--- src/rtl/trace_buffer_if.sv ---
// Capture (retire record) and drain (valid/ready) buses of trace_buffer.
// rd_ts is present only when TRACE_TIMESTAMP_EN is defined.
interface trace_buffer_if #(
    parameter int PC_W    = 16,
    parameter int INSTR_W = 16,
    parameter int DATA_W  = 16,
    parameter int REG_AW  = 4
);
    logic               cap_valid;
    logic [PC_W-1:0]    cap_pc;
    logic [INSTR_W-1:0] cap_instr;
    logic               cap_wb_en;
    logic [REG_AW-1:0]  cap_wb_addr;
    logic [DATA_W-1:0]  cap_wb_data;

    logic               rd_ready;
    logic               rd_valid;
    logic [PC_W-1:0]    rd_pc;
    logic [INSTR_W-1:0] rd_instr;
    logic               rd_wb_en;
    logic [REG_AW-1:0]  rd_wb_addr;
    logic [DATA_W-1:0]  rd_wb_data;
`ifdef TRACE_TIMESTAMP_EN
    logic [15:0]        rd_ts;
`endif

    modport master (
        output cap_valid, cap_pc, cap_instr, cap_wb_en, cap_wb_addr, cap_wb_data, rd_ready,
`ifdef TRACE_TIMESTAMP_EN
        input  rd_ts,
`endif
        input  rd_valid, rd_pc, rd_instr, rd_wb_en, rd_wb_addr, rd_wb_data
    );

    modport slave (
        input  cap_valid, cap_pc, cap_instr, cap_wb_en, cap_wb_addr, cap_wb_data, rd_ready,
`ifdef TRACE_TIMESTAMP_EN
        output rd_ts,
`endif
        output rd_valid, rd_pc, rd_instr, rd_wb_en, rd_wb_addr, rd_wb_data
    );
endinterface

--- src/rtl/trace_buffer.sv ---
// Circular execution-trace buffer: capture until POST_TRIG entries after a trigger, then drain oldest-first.
// Optional per-entry cycle timestamp when TRACE_TIMESTAMP_EN is defined.
module trace_buffer #(
    parameter int PC_W      = 16,
    parameter int INSTR_W   = 16,
    parameter int DATA_W    = 16,
    parameter int REG_AW    = 4,
    parameter int DEPTH     = 16,
    parameter int POST_TRIG = 4
) (
    input  logic                    clk,
    input  logic                    rst,
    trace_buffer_if.slave           bus,
    input  logic                    arm,
    input  logic                    trig_en,
    input  logic [PC_W-1:0]         trig_pc,
    input  logic                    force_trig,
    output logic [1:0]              state,
    output logic [$clog2(DEPTH):0]  count,
    output logic                    wrapped
);
    localparam int AW   = $clog2(DEPTH);
    localparam int TS_W = 16;

    localparam logic [1:0] S_IDLE  = 2'd0;
    localparam logic [1:0] S_ARMED = 2'd1;
    localparam logic [1:0] S_POST  = 2'd2;
    localparam logic [1:0] S_DONE  = 2'd3;

    localparam logic [AW:0]   CNT_ONE  = (AW+1)'(1);
    localparam logic [AW:0]   CNT_FULL = (AW+1)'(DEPTH);
    localparam logic [AW-1:0] PTR_ONE  = AW'(1);
    localparam logic [AW-1:0] POST_LD  = AW'(POST_TRIG);

    typedef struct packed {
`ifdef TRACE_TIMESTAMP_EN
        logic [TS_W-1:0]    ts;
`endif
        logic [PC_W-1:0]    pc;
        logic [INSTR_W-1:0] instr;
        logic               wb_en;
        logic [REG_AW-1:0]  wb_addr;
        logic [DATA_W-1:0]  wb_data;
    } entry_t;

    entry_t        mem [DEPTH];
    entry_t        wr_ent, rd_ent;
    logic [AW-1:0] wr_ptr, rd_ptr, post_cnt;
    logic          capturing, cap_we, trig_hit, full, rd_valid, pop;

`ifdef TRACE_TIMESTAMP_EN
    logic [TS_W-1:0] ts_cnt;

    always_ff @(posedge clk) begin
        if (!rst) ts_cnt <= '0;
        else      ts_cnt <= ts_cnt + TS_W'(1);
    end
`endif

    always_comb begin
        capturing = (state == S_ARMED) || (state == S_POST);
        // arm wins over a same-cycle retire, so the record is dropped
        cap_we    = rst & ~arm & bus.cap_valid & capturing;
        trig_hit  = (state == S_ARMED) & bus.cap_valid &
                    ((trig_en & (bus.cap_pc == trig_pc)) | force_trig);
        full      = (count == CNT_FULL);
        rd_valid  = (state == S_DONE) && (count != '0);
        pop       = rd_valid & bus.rd_ready;
    end

    always_comb begin
        wr_ent         = '0;
`ifdef TRACE_TIMESTAMP_EN
        wr_ent.ts      = ts_cnt;
`endif
        wr_ent.pc      = bus.cap_pc;
        wr_ent.instr   = bus.cap_instr;
        wr_ent.wb_en   = bus.cap_wb_en;
        wr_ent.wb_addr = bus.cap_wb_addr;
        wr_ent.wb_data = bus.cap_wb_data;
    end

    always_ff @(posedge clk) begin
        if (cap_we) mem[wr_ptr] <= wr_ent;
    end

    always_ff @(posedge clk) begin
        if (!rst) begin
            state    <= S_IDLE;
            wr_ptr   <= '0;
            rd_ptr   <= '0;
            count    <= '0;
            wrapped  <= 1'b0;
            post_cnt <= '0;
        end else if (arm) begin
            state    <= S_ARMED;
            wr_ptr   <= '0;
            rd_ptr   <= '0;
            count    <= '0;
            wrapped  <= 1'b0;
            post_cnt <= '0;
        end else begin
            if (cap_we) begin
                wr_ptr <= wr_ptr + PTR_ONE;
                // when full the oldest entry is overwritten, so the read side slides along
                if (full) begin
                    rd_ptr  <= rd_ptr + PTR_ONE;
                    wrapped <= 1'b1;
                end else begin
                    count <= count + CNT_ONE;
                end
                if (trig_hit) begin
                    post_cnt <= POST_LD;
                    state    <= (POST_TRIG == 0) ? S_DONE : S_POST;
                end else if (state == S_POST) begin
                    post_cnt <= post_cnt - PTR_ONE;
                    if (post_cnt == PTR_ONE) state <= S_DONE;
                end
            end
            if (pop) begin
                rd_ptr <= rd_ptr + PTR_ONE;
                count  <= count - CNT_ONE;
                if (count == CNT_ONE) state <= S_IDLE;
            end
        end
    end

    assign rd_ent         = mem[rd_ptr];
    assign bus.rd_valid   = rd_valid;
    assign bus.rd_pc      = rd_valid ? rd_ent.pc      : '0;
    assign bus.rd_instr   = rd_valid ? rd_ent.instr   : '0;
    assign bus.rd_wb_en   = rd_valid ? rd_ent.wb_en   : 1'b0;
    assign bus.rd_wb_addr = rd_valid ? rd_ent.wb_addr : '0;
    assign bus.rd_wb_data = rd_valid ? rd_ent.wb_data : '0;
`ifdef TRACE_TIMESTAMP_EN
    assign bus.rd_ts      = rd_valid ? rd_ent.ts      : '0;
`endif
endmodule

--- src/flat_wrapper.sv ---
// flat-port wrapper written by rule: the top's interface ports become plain ports
module trace_buffer_flat 
#(
    parameter int PC_W      = 16,
    parameter int INSTR_W   = 16,
    parameter int DATA_W    = 16,
    parameter int REG_AW    = 4,
    parameter int DEPTH     = 16,
    parameter int POST_TRIG = 4
)
  (clk, rst, arm, trig_en, trig_pc, force_trig, state, count, wrapped, bus_cap_valid, bus_cap_pc, bus_cap_instr, bus_cap_wb_en, bus_cap_wb_addr, bus_cap_wb_data, bus_rd_ready, bus_rd_valid, bus_rd_pc, bus_rd_instr, bus_rd_wb_en, bus_rd_wb_addr, bus_rd_wb_data);
  trace_buffer_if #(.PC_W(PC_W), .INSTR_W(INSTR_W), .DATA_W(DATA_W), .REG_AW(REG_AW)) bus_i ();
  input  logic clk;
  input  logic rst;
  input  logic arm;
  input  logic trig_en;
  input  logic [PC_W-1:0] trig_pc;
  input  logic force_trig;
  output logic [1:0] state;
  output logic [$clog2(DEPTH):0] count;
  output logic wrapped;
  input wire logic [$bits(bus_i.cap_valid)-1:0] bus_cap_valid;
  input wire logic [$bits(bus_i.cap_pc)-1:0] bus_cap_pc;
  input wire logic [$bits(bus_i.cap_instr)-1:0] bus_cap_instr;
  input wire logic [$bits(bus_i.cap_wb_en)-1:0] bus_cap_wb_en;
  input wire logic [$bits(bus_i.cap_wb_addr)-1:0] bus_cap_wb_addr;
  input wire logic [$bits(bus_i.cap_wb_data)-1:0] bus_cap_wb_data;
  input wire logic [$bits(bus_i.rd_ready)-1:0] bus_rd_ready;
  output wire logic [$bits(bus_i.rd_valid)-1:0] bus_rd_valid;
  output wire logic [$bits(bus_i.rd_pc)-1:0] bus_rd_pc;
  output wire logic [$bits(bus_i.rd_instr)-1:0] bus_rd_instr;
  output wire logic [$bits(bus_i.rd_wb_en)-1:0] bus_rd_wb_en;
  output wire logic [$bits(bus_i.rd_wb_addr)-1:0] bus_rd_wb_addr;
  output wire logic [$bits(bus_i.rd_wb_data)-1:0] bus_rd_wb_data;
  assign bus_i.cap_valid = bus_cap_valid;
  assign bus_i.cap_pc = bus_cap_pc;
  assign bus_i.cap_instr = bus_cap_instr;
  assign bus_i.cap_wb_en = bus_cap_wb_en;
  assign bus_i.cap_wb_addr = bus_cap_wb_addr;
  assign bus_i.cap_wb_data = bus_cap_wb_data;
  assign bus_i.rd_ready = bus_rd_ready;
  assign bus_rd_valid = bus_i.rd_valid;
  assign bus_rd_pc = bus_i.rd_pc;
  assign bus_rd_instr = bus_i.rd_instr;
  assign bus_rd_wb_en = bus_i.rd_wb_en;
  assign bus_rd_wb_addr = bus_i.rd_wb_addr;
  assign bus_rd_wb_data = bus_i.rd_wb_data;
  trace_buffer #(.PC_W(PC_W), .INSTR_W(INSTR_W), .DATA_W(DATA_W), .REG_AW(REG_AW), .DEPTH(DEPTH), .POST_TRIG(POST_TRIG)) u_core (.clk(clk), .rst(rst), .bus(bus_i), .arm(arm), .trig_en(trig_en), .trig_pc(trig_pc), .force_trig(force_trig), .state(state), .count(count), .wrapped(wrapped));
endmodule
--- config.mk ---
export PLATFORM = sky130hd
export DESIGN_NAME = trace_buffer_flat
export DESIGN_NICKNAME = d
export VERILOG_FILES = /design/src/rtl/trace_buffer_if.sv /design/src/rtl/trace_buffer.sv /design/src/flat_wrapper.sv
export SDC_FILE = /design/constraint.sdc
export NUM_CORES = 1
export LEC_CHECK = 0
export ABC_CLOCK_PERIOD_IN_PS = 6800
export BUFFER_PORTS_ARGS = -buffer_cell sky130_fd_sc_hd__buf_4
export CORE_MARGIN = 3
export CORE_UTILIZATION = 36
export CTS_CLUSTER_DIAMETER = 30
export DETAILED_ROUTE_END_ITERATION = 7
export PLACE_DENSITY = 0.5
export REMOVE_ABC_BUFFERS = 1
export SLEW_MARGIN = 20
export SYNTH_ARGS = -nofsm -noshare
export SYNTH_HDL_FRONTEND = slang
export SYNTH_SLANG_ARGS = --single-unit
--- constraint.sdc ---
create_clock -name clk -period 6.8 [get_ports clk]
set_input_delay 1.36 -clock clk [delete_from_list [all_inputs] [get_ports clk]]
set_output_delay 1.36 -clock clk [all_outputs]
set_load 0.03 [all_outputs]
**Word-level counts from Yosys, hierarchy flattened**

Memory sizes are Yosys's and may differ from the RTL's. A register that Yosys moved wholly into a read port is not among the register bits.
Index checks and enable logic that the tools add are counted.

- Bits of input ports: 76
- Memories kept: 1
- RAM bits: 848
- Flip-flop bits (word level): 20
- Output and inout bits: 62
- Word-level logic and storage cells: 66

- Equality and inequality tests: 8
- Mux-type cells: 24
- Reduce and logical (&&, ||, !) cells: 11
- Add/subtract/negate cells: 5
- Bitwise logic cells: 10

Memories:

| name | words | bits a word | rd ports | clocked after Yosys merged registers in | write ports | line | RTL |
|---|---|---|---|---|---|---|---|
| u_core.mem | 16 | 53 | 1 | 1 | 1 | trace_buffer.sv:46 | `entry_t mem [DEPTH];` |

Operators by type and width:

| cell | count |
|---|---|
| $mux 16 | 3 |
| $mux 4 | 8 |
| $eq 16x16->1 | 1 |
| $mux 5 | 3 |
| $mux 2 | 6 |
| $add 4x1->4 const B | 2 |
| $reduce_and 2->1 | 4 |
| $and 1x1->1 | 7 |
| $reduce_bool 2->1 | 3 |
| $add 5x1->5 const B | 1 |
| $eq 5x1->1 const B | 1 |
| $eq 5x5->1 const B | 1 |
| $reduce_bool 5->1 | 1 |
| $sub 5x1->5 const B | 1 |
| $eq 2x2->1 const B | 2 |
| $eq 4x1->1 const B | 1 |
| $mux 1 | 4 |
| $sub 4x1->4 const B | 1 |
| $eq 2x1->1 const B | 1 |
| $ne 2x2->1 const B | 1 |
| $not 1->1 | 2 |
| $reduce_or 2->1 | 1 |
| $logic_and 1x1->1 | 1 |
| $logic_or 1x1->1 | 1 |
| $or 1x1->1 | 1 |

**Longest topological paths before layout**

- Word-level depth: 9
- Depth in mapped cells: 8
- Depth with buffers taken out: 7

**Worst setup path after synthesis**

Ideal clock, no wire load.

- Path kind: input-to-reg
- Start point: in arm
- End point: mem u_core.mem[0][0] (netlist bit) (enable)
- Setup slack: 0.636 ns
- Library setup time: 0.529 ns
- Stages on the path: 4
- Data required time: 6.271 ns
- Arrival time: 5.635 ns
- Path buffers: 1
- Path through: nor4bb_1 clkbuf_1 nand2_1 nor3_1

- Word-level cells in the longest chain between the ends: 6

Ends and longest elaborated chain:

| what | line | RTL |
|---|---|---|
| start: declaration | flat_wrapper.sv:15 | `input logic arm;` |
| $not 1->1 | trace_buffer.sv:63 | `cap_we = rst & ~arm & bus.cap_valid & capturing;` |
| $and 1x1->1 (3 in series) | trace_buffer.sv:63 |  |
| $mux 1 | trace_buffer.sv:84 | `if (cap_we) mem[wr_ptr] <= wr_ent;` |
| $mux 1 (not written as such) | trace_buffer.sv:84 |  |
| end: declaration | trace_buffer.sv:46 |  |

Every way passes these cells.

==> run metrics <==
mux contribution to synthesized area 17.8%; crit path max fanout 35; fraction of layout cells with a size suffix above 1 40.6%; Worst EP required 5.44 ns; switching share of power 20.6%; Setup crit end bus_rd_pc[6]; Max rail drop VDD 0.223 mV; slowest CP cell dfxtp_4; Port-buffer cells 137; FF+latch area 26,000 um2; Compound-Gate Fraction of Synth Area 0.553%; Crit. End Element primary output; Most used DFF post-synth edfxtp_1; Fin. Hold Viols 0; detailed-route wire length 82.4 mm; Initial DRC Count 1,464; Slew @ Worst Pin 1.08 ns; Avg Cell Area, Syn 23.7 um2; FF-to-FF Start u_core.state[0]$_SDFF_PN0_; hold_ws 0.484 ns; CTS tree done; Worst setup SP type flip-flop; Clock transition at path regs 0.05 ns; Reg2Reg Depth 7; post_cts resized 0; switching pwr 2.97 mW; Seq pwr share 41.1%; Ports 138; RR Endpoint u_core.mem[11][36]$_DFFE_PP_; Netlist Area Pre-Place 33,700 um2; setup bufs post-CTS 0; RSZ-0062 raised after global routing false; Total Routing Usage GR 17.1%; vias per cell 5.15; fin crit share 74.1%; global-route wire length before repair 120 mm; die width 312 um; starting density of the core 36.6%; Filler Cell Count 7,743; critical path's top delay family multiplexers; fin crit period 5.04 ns; Syn Inst Count 1,421; Setup Crit Path Kind reg2out; Hold Path Class reg2reg; Die Ht 312 um; core area 92,200 um2; largest family of logic cells by synthesized area multiplexers; Layout Nets 1,792; HPWL after detailed placement 42.0 mm; CP Cell Sequence buf_4 -> mux4_2 -> mux4_2 -> and2_1 -> buf_4; cell-internal power 11.4 mW; Slew HR 27.5%; setup TNS 0 ns; number of synthesized flops with an enable pin 848; Arrival @ worst endpoint 3.68 ns; Peak Freq 198 MHz; Async SR Flop Fraction 0%; number of global-route vias before repair 17,400; Num CTS Buffers 169; Final setup viols 0; max incr delay on CP 0.85 ns; R2R Setup Slk 3.40 ns; gp weighted congestion 0.738; iteration count of the initial detailed-routing pass 6; Vias 15,900; worst hold start u_core.rd_ptr[3]$_SDFFE_PP0P_; Post-DRT Antenna Nets 0; number of antenna violations at the first check in global routing 4; Pins Over Slew Limit 0; full die area 97,400 um2; H-tree level count 4; Comb power frac 1.1%; Yosys top cell area share 75.5%; # DRC 0; row count 111; drt wl/cell 26.7 um; Pwr Density 340 nW/um2; largest area contributor in the netlist edfxtp_1; Post-Synth Simple-Gate Area 2.18%; Seq/Total Area, Yosys 76.9%; post-synth cell types 40; Area Growth Syn to Fin 25.6%; largest cells by area after synthesis edfxtp_1 (75%), mux4_2 (18%), dfxtp_1 (1.4%); Setup Skew 0.0324 ns; Clock Sinks 872; status complete, no violations; multi-input logic area 7440 um2; CTS max path bufs 3; Worst path depth 5; Clock Latency Late Sink 0.73 ns; CTS hold repair buffers 0; final core utilization 45.9%; Yosys reg bits 872; Max Cap Viol 0; pin count of the biggest net entering global routing 75; WP buf/inv 2; GR Overflow Total 0; Yosys Warn Count 0; Root Driver clkbuf_16; Static Leakage 13.5 nW; power share of the clock group 57.8%; xor/xnor cell area share of the yosys netlist 0.701%; synthesized-area fraction occupied by adder cells 0.482%
power by group through the flow:
stage	clock (mW)	combinational (mW)	sequential (mW)
after floorplan	0	0.0339	6.02
after global placement	0	0.154	6.01
after detailed placement	0	0.162	6.01
after CTS	8.48	0.162	5.91
after global routing	8.75	0.176	5.91
final	8.32	0.158	5.92
logic make-up after synthesis:
kind of cell	after synthesis
AOI/OAI and AO/OA	26
xor gates and xnor gates	27
adders and majority gates	13
buffers and inverters	82
DFF	872
muxes	268
and+or+nand+nor	133
registers in the layout (all words and copies together) (netlist names), named ones only:
register,count
u_core.count,5
u_core.mem,848
u_core.post_cnt,4
u_core.rd_ptr,4
u_core.state,2
u_core.wr_ptr,4
u_core.wrapped,1
Yosys cell counts, drive strengths merged, types with 2 or more instances:
cell,instances
a21oi,6
a32oi,2
and2,56
buf,32
clkbuf,40
dfxtp,24
edfxtp,848
ha,13
inv,10
mux2i,3
mux4,265
nand2,9
nand2b,4
nand3,6
nand4,4
nor2,31
nor2b,3
nor3,6
nor4,4
nor4bb,2
o211ai,2
o21a,3
o21ai,2
o31ai,4
or3,4
xnor2,8
xor2,19
worst min-delay path, cell delays in order (launching register included):
cell and delay, ns:
dfxtp_1 0.31, o21ai_0 0.07, a21oi_1 0.07
per-layer routing:
metal	wire length, um	up-vias	track usage (%)	part of all wire (%)
met5	23	-	0	0.028
met4	1460	4	4.80	1.8
met3	4450	129	4.19	5.4
met2	40200	455	27.3	49
met1	36300	8620	23.5	44
li1	-	6719	-	-
worst min-delay path by stage:
| stage | to | slack (ns) | depth (start not counted) |
|---|---|---|---|
| floorplan | flip-flop | 0.46 | 2 |
| global placement | flip-flop | 0.47 | 2 |
| detailed placement | u_core.wrapped$_SDFFE_PP0P_ | 0.46 | 2 |
| CTS | flip-flop | 0.48 | 2 |
| global route | u_core.wrapped$_SDFFE_PP0P_ | 0.50 | 2 |
| finish | flip-flop | 0.48 | 2 |
cell usage in the layout (no fill, tap or decap), types with 5 or more instances in the layout:
| cell | Yosys | routed |
|---|---|---|
| nand2_1 | 9 | 9 |
| clkinv_4 | 0 | 14 |
| buf_12 | 0 | 11 |
| inv_1 | 10 | 10 |
| clkbuf_1 | 40 | 17 |
| dfxtp_1 | 24 | 20 |
| edfxtp_1 | 848 | 848 |
| and2_1 | 56 | 55 |
| nand3_1 | 6 | 6 |
| clkinvlp_4 | 0 | 16 |
| xnor2_1 | 8 | 8 |
| nor2_4 | 0 | 12 |
| inv_16 | 0 | 5 |
| clkinv_8 | 0 | 6 |
| clkinv_1 | 0 | 20 |
| bufinv_16 | 0 | 21 |
| xor2_1 | 19 | 18 |
| ha_1 | 13 | 13 |
| buf_4 | 0 | 170 |
| a21oi_1 | 6 | 6 |
| inv_8 | 0 | 7 |
| clkinv_2 | 0 | 23 |
| clkbuf_16 | 0 | 171 |
| nor2_1 | 31 | 19 |
| inv_6 | 0 | 15 |
| mux4_2 | 265 | 265 |
through the flow:
| step | instance area, um2 | setup slack [ns] | total power, mW | instances |
|---|---|---|---|---|
| 4_1_cts | 42400 | 1.58 | 14.6 | 3090 |
| 2_1_floorplan | 33300 | -4.61 | 6.05 | 1349 |
| 3_3_place_gp | 36500 | 2.40 | 6.17 | 2772 |
| 6_report | 42400 | 1.76 | 14.4 | 3091 |
| 5_1_grt | 42400 | 1.48 | 14.8 | 3090 |
| 3_5_place_dp | 36500 | 2.39 | 6.18 | 2775 |
area by class of cell:
class	count	share of cell area, %
Antenna cell	1	0.00591
Sequential cell	872	61.3
Timing Repair Buffer	183	3.66
Inverter	10	0.0886
Clock inverter	127	3.47
Clock buffer	188	10.3
Tap cell	1243	3.67
Multi-Input combinational cell	467	17.6
No activity file was read; power rests on OpenSTA's default activity.
